[config.mk]
export PLATFORM = sky130hd
export DESIGN_NAME = deserializer_sync_flat
export DESIGN_NICKNAME = d
export VERILOG_FILES = /design/src/rtl/deserializer_sync_if.sv /design/src/rtl/deserializer_sync.sv /design/src/flat_wrapper.sv
export SDC_FILE = /design/constraint.sdc
export NUM_CORES = 1
export LEC_CHECK = 0
export ABC_AREA = 1
export CORE_MARGIN = 2
export CORE_UTILIZATION = 45
export DETAILED_ROUTE_END_ITERATION = 12
export PLACE_DENSITY = 0.68
export SYNTH_ARGS = -nofsm -noshare
export SYNTH_HDL_FRONTEND = slang
export SYNTH_SLANG_ARGS = --single-unit
[constraint.sdc]
create_clock -name clock_in -period 1.45 [get_ports clock_in]
set_input_delay 0.145 -clock clock_in [delete_from_list [all_inputs] [get_ports clock_in]]
set_output_delay 0.145 -clock clock_in [all_outputs]
set_load 0.02 [all_outputs]
[src/rtl/deserializer_sync_if.sv]
// Serial receive bundle: line side inputs and parallel word side outputs.
// master drives the serial line, slave is the deserializer.
interface deserializer_sync_if #(
  parameter int WIDTH = 8
);
  logic             din;
  logic             din_en;
  logic             resync;
  logic [WIDTH-1:0] dout;
  logic             dout_valid;
  logic             locked;
  logic             sync_det;

  modport master (
    output din, din_en, resync,
    input  dout, dout_valid, locked, sync_det
  );

  modport slave (
    input  din, din_en, resync,
    output dout, dout_valid, locked, sync_det
  );
endinterface

[src/rtl/deserializer_sync.sv]
// SerDes receive side: hunts for the sync word, then assembles MSB-first
// WIDTH-bit words, stripping repeated sync words from the data stream.
module deserializer_sync #(
  parameter int               WIDTH     = 8,
  parameter int               LOG_WIDTH = 3,
  parameter logic [WIDTH-1:0] SYNC_WORD = 8'h7E
) (
  input logic                clock_in,
  input logic                reset_n,
  deserializer_sync_if.slave bus
);

  typedef enum logic {HUNT, LOCKED} state_t;

  state_t               state_q, state_d;
  logic [WIDTH-1:0]     sr_q, sr_d;
  logic [LOG_WIDTH-1:0] cnt_q, cnt_d;
  logic [WIDTH-1:0]     dout_q, dout_d;
  logic                 valid_q, valid_d;
  logic                 sdet_q, sdet_d;
  logic                 locked_q;

  logic [WIDTH-1:0] cand;
  logic             match;
  logic             word_end;

  // Decisions always use the word including the bit on the line now.
  assign cand     = {sr_q[WIDTH-2:0], bus.din};
  assign match    = (cand == SYNC_WORD);
  assign word_end = (cnt_q == LOG_WIDTH'(WIDTH-1));

  always_ff @(posedge clock_in or negedge reset_n) begin
    if (!reset_n) begin
      state_q  <= HUNT;
      sr_q     <= '0;
      cnt_q    <= '0;
      dout_q   <= '0;
      valid_q  <= 1'b0;
      sdet_q   <= 1'b0;
      locked_q <= 1'b0;
    end else begin
      state_q  <= state_d;
      sr_q     <= sr_d;
      cnt_q    <= cnt_d;
      dout_q   <= dout_d;
      valid_q  <= valid_d;
      sdet_q   <= sdet_d;
      locked_q <= (state_d == LOCKED);
    end
  end

  always_comb begin
    state_d = state_q;
    priority case (1'b1)
      bus.resync:        state_d = HUNT;
      !bus.din_en:       state_d = state_q;
      state_q == HUNT:   if (match) state_d = LOCKED;
      default:           state_d = LOCKED;
    endcase
  end

  always_comb begin
    sr_d    = sr_q;
    cnt_d   = cnt_q;
    dout_d  = dout_q;
    valid_d = 1'b0;
    sdet_d  = 1'b0;
    priority case (1'b1)
      // Clearing sr keeps a partial word from forming a false match.
      bus.resync: begin
        sr_d  = '0;
        cnt_d = '0;
      end
      !bus.din_en: begin
        sr_d = sr_q;
      end
      state_q == HUNT: begin
        sr_d   = cand;
        cnt_d  = '0;
        sdet_d = match;
      end
      default: begin
        sr_d  = cand;
        cnt_d = word_end ? '0 : cnt_q + LOG_WIDTH'(1);
        if (word_end) begin
          if (match) begin
            sdet_d = 1'b1;
          end else begin
            dout_d  = cand;
            valid_d = 1'b1;
          end
        end
      end
    endcase
  end

  assign bus.dout       = dout_q;
  assign bus.dout_valid = valid_q;
  assign bus.locked     = locked_q;
  assign bus.sync_det   = sdet_q;

endmodule

[src/flat_wrapper.sv]
// flat-port wrapper written by rule: the top's interface ports become plain ports
module deserializer_sync_flat 
#(
  parameter int               WIDTH     = 8,
  parameter int               LOG_WIDTH = 3,
  parameter logic [WIDTH-1:0] SYNC_WORD = 8'h7E
)
  (clock_in, reset_n, bus_din, bus_din_en, bus_resync, bus_dout, bus_dout_valid, bus_locked, bus_sync_det);
  deserializer_sync_if #(.WIDTH(WIDTH)) bus_i ();
  input logic clock_in;
  input logic reset_n;
  input wire logic [$bits(bus_i.din)-1:0] bus_din;
  input wire logic [$bits(bus_i.din_en)-1:0] bus_din_en;
  input wire logic [$bits(bus_i.resync)-1:0] bus_resync;
  output wire logic [$bits(bus_i.dout)-1:0] bus_dout;
  output wire logic [$bits(bus_i.dout_valid)-1:0] bus_dout_valid;
  output wire logic [$bits(bus_i.locked)-1:0] bus_locked;
  output wire logic [$bits(bus_i.sync_det)-1:0] bus_sync_det;
  assign bus_i.din = bus_din;
  assign bus_i.din_en = bus_din_en;
  assign bus_i.resync = bus_resync;
  assign bus_dout = bus_i.dout;
  assign bus_dout_valid = bus_i.dout_valid;
  assign bus_locked = bus_i.locked;
  assign bus_sync_det = bus_i.sync_det;
  deserializer_sync #(.WIDTH(WIDTH), .LOG_WIDTH(LOG_WIDTH), .SYNC_WORD(SYNC_WORD)) u_core (.clock_in(clock_in), .reset_n(reset_n), .bus(bus_i));
endmodule
==> results.json <==
{
  "area_growth_pct": 27.53,
  "critical_path.endpoint_type": "output port",
  "timing.rr.start": "u_core.cnt_q[0]",
  "syn_inst": 93,
  "path_max_fanout": 1,
  "cp-start-kind": "flip-flop",
  "clkSinkCount": 21,
  "antenna_found_initial": 0,
  "met2_length_um": 852,
  "r2r_end": "u_core.bus.dout[2]",
  "die_w_um": 49.05,
  "outcome": "completed",
  "crit_path_cell_trace": "clkdlybuf4s50_1",
  "io_buffers": 15,
  "maxSlewViolCount": 0,
  "ioPinCount": 16,
  "cp_slowest_cell": "clkdlybuf4s50_1",
  "tightest_slew_ns": 0.2579,
  "power.density_nw_per_um2": 792.3,
  "synth_area_leaders": "dfrtp_1 (58%), nand2_1 (9.9%), inv_1 (6.2%), nand3_1 (4.9%), o22ai_1 (4.8%)",
  "path_buf_inv": 1,
  "nFillCells": 180,
  "core_area_um2": 1942,
  "cp_top_family": "buffers and inverters",
  "fmax_mhz": 723.8,
  "rows": 16,
  "insertion_delay_ns": 0.30,
  "grt_start_max_net_pins": 22,
  "gp_congestion": 0.7275,
  "yosysTopAreaCell": "dfrtp_1",
  "cts_buffer_depth": 2,
  "layout-drive-gt1-share_pct": 15.65,
  "fin_crit_sh_pct": 95.28,
  "relSlewSlack_pct": 82.80,
  "via_count": 699,
  "clkPwrFrac_pct": 30.3,
  "critPathMaxStageDelay_ns": 0.60,
  "ys_warn_count": 0,
  "cts_tree": "done",
  "hp-class": "input pin to asynchronous set/reset pin",
  "reg2reg_depth": 7,
  "crit_cells": 1,
  "grt_pass1_vias": 694,
  "ys_ff_latch": 21,
  "vias_per_cell": 4.923,
  "firstDrtPassIters": 4,
  "postCtsHoldBufs": 0,
  "crit_arrival_ns": 1.24,
  "holdWs_ns": 0.1683,
  "combPwrFrac_pct": 5.6,
  "h-tree-depth": 1,
  "grt_pass1_wl_mm": 3.111,
  "final.setup.tns_ns": 0,
  "fin_crit_ns": 1.382,
  "drv_cap": 0,
  "synth_area_um2": 913.4,
  "start_util_pct": 47.04,
  "ys_seq_area_share_pct": 57.53,
  "top_layer_used": "met4",
  "syn_avg_cell_area_um2": 9.821,
  "seqPwrFrac_pct": 64.1,
  "ff2ff_setup_slack_ns": 0.11,
  "die_area_um2": 2406,
  "antenna_left": 0,
  "setup_viol": 0,
  "synth_nets": 100,
  "grt_overflow": 0,
  "required_ns": 1.31,
  "fp.dieH_um": 49.05,
  "wl_met1_um": 781,
  "antenna_cells": 0,
  "drt-initial-drc-count": 17,
  "power_leakage_uw": 0.0007234,
  "drc": 0,
  "dp_hpwl_mm": 1.238,
  "critical_path_class": "flip-flop to output port",
  "rsz0062_at_grt": "no",
  "power_switching_uw": 211.2,
  "ys_types": 17,
  "track_usage_pct": 16.91,
  "cts_buffers": 3,
  "wire_per_inst_um": 12.51,
  "clockRootBuffer": "clkbuf_4",
  "worst_ir_drop_vdd_uv": 569.2,
  "clkTransAtPathRegs_ns": 0.12,
  "swShare_pct": 22.88,
  "skew_ns": 0.003554,
  "synth_top_cell_area_share_pct": 57.53,
  "internal_power_uw": 711.7,
  "finish.net_count": 123,
  "wl_met3_um": 99,
  "final_hold_viol_count": 0,
  "wl_mm": 1.776
}
what timing repair did:
action,4_1_cts,5_1_grt
buffers inserted,0,1
setup endpoints to repair,1,17
resized for setup,1,9
pin swaps,0,1
through the flow:
stage          worst slack (ns)  instance area [um^2]  cells  util [%]  total power (uW)
2_1_floorplan            0.2296                 913.4     93         -             618.4
3_3_place_gp             0.1081                  1109    137     57.09             653.1
3_5_place_dp            0.07788                  1109    137     57.09             654.0
4_1_cts                0.002919                  1135    141     58.44             930.7
5_1_grt                 0.02525                  1165    142     59.99             962.5
6_report                0.06848                  1165    142     59.99             922.9
worst max-delay path by stage:
| stage | from | endpoint | slack, ns |
|---|---|---|---|
| floorplan | u_core.cnt_q[0] | u_core.bus.dout[0] | 0.23 |
| global placement | bus_resync | u_core.bus.dout[2] | 0.11 |
| detailed placement | bus_din | u_core.bus.dout[2] | 0.08 |
| CTS | u_core.bus.dout[0] | bus_dout[0] | 0.003 |
| global route | u_core.cnt_q[1] | u_core.bus.dout[0] | 0.03 |
| finish | u_core.bus.sync_det | bus_sync_det | 0.07 |
cell type report:
cell class	instances	area, um^2	area share, %
tap	27	33.78	2.900
timing repair buffer	19	198.9	17.08
clock inverter	1	5.005	0.4296
clock buffer	3	22.52	1.933
sequential	21	525.5	45.11
inverter	16	60.06	5.156
multi-input combinational	55	319.1	27.39
synthesized netlist by cell type (all sizes together):
library cell / instances
buf: 1
nand3: 10
nand2: 27
nor3: 1
o22ai: 8
ha: 2
dfrtp: 21
inv: 16
nor2: 4
o21ai: 3
state kept, by name, indices dropped and copies added, names as in the netlist:
register and cells:
u_core.bus.dout 8, u_core.bus.sync_det 1, u_core.cnt_q 3, u_core.bus.dout_valid 1, u_core.state_q 1, u_core.sr_q 7
power groups by stage:
stage | logic [uW] | registers, uW | clock network (uW)
floorplan | 16.4 | 602 | 0
finish | 51.4 | 592 | 280
CTS | 51.5 | 591 | 288
global route | 56.7 | 592 | 314
global placement | 50.8 | 602 | 0
detailed placement | 51.3 | 603 | 0
per-layer routing:
metal	GRT usage, %	up-vias
met3	2.761	6
li1	-	344
met5	0	-
met1	20.93	323
met2	27.85	26
met4	10.00	0
logic make-up (layout without fill, tap and decap cells):
logic type               count (synthesis)  after routing  share of synthesized area (%)
AO/OA/AOI/OAI                           11             11                          7.807
adder cells (fa/ha/maj)                  2              2                          2.739
buffers and inverters                   17             39                          7.807
flip-flops                              21             21                          57.53
AND/OR/NAND/NOR                         42             42                          24.11
placed cells by master, fill, tap and decap left out, types with 2 or more instances in the layout:
| master | Yosys | final |
|---|---|---|
| nor2_1 | 2 | 2 |
| o21ai_0 | 3 | 3 |
| clkdlybuf4s50_1 | 0 | 6 |
| buf_4 | 0 | 4 |
| dfrtp_1 | 21 | 21 |
| dlymetal6s2s_1 | 0 | 8 |
| nand2_2 | 2 | 2 |
| nand3_1 | 9 | 9 |
| inv_1 | 15 | 15 |
| nand2_1 | 24 | 24 |
| clkbuf_4 | 0 | 3 |
| o22ai_1 | 7 | 7 |
(Power assumes the default switching activity.)
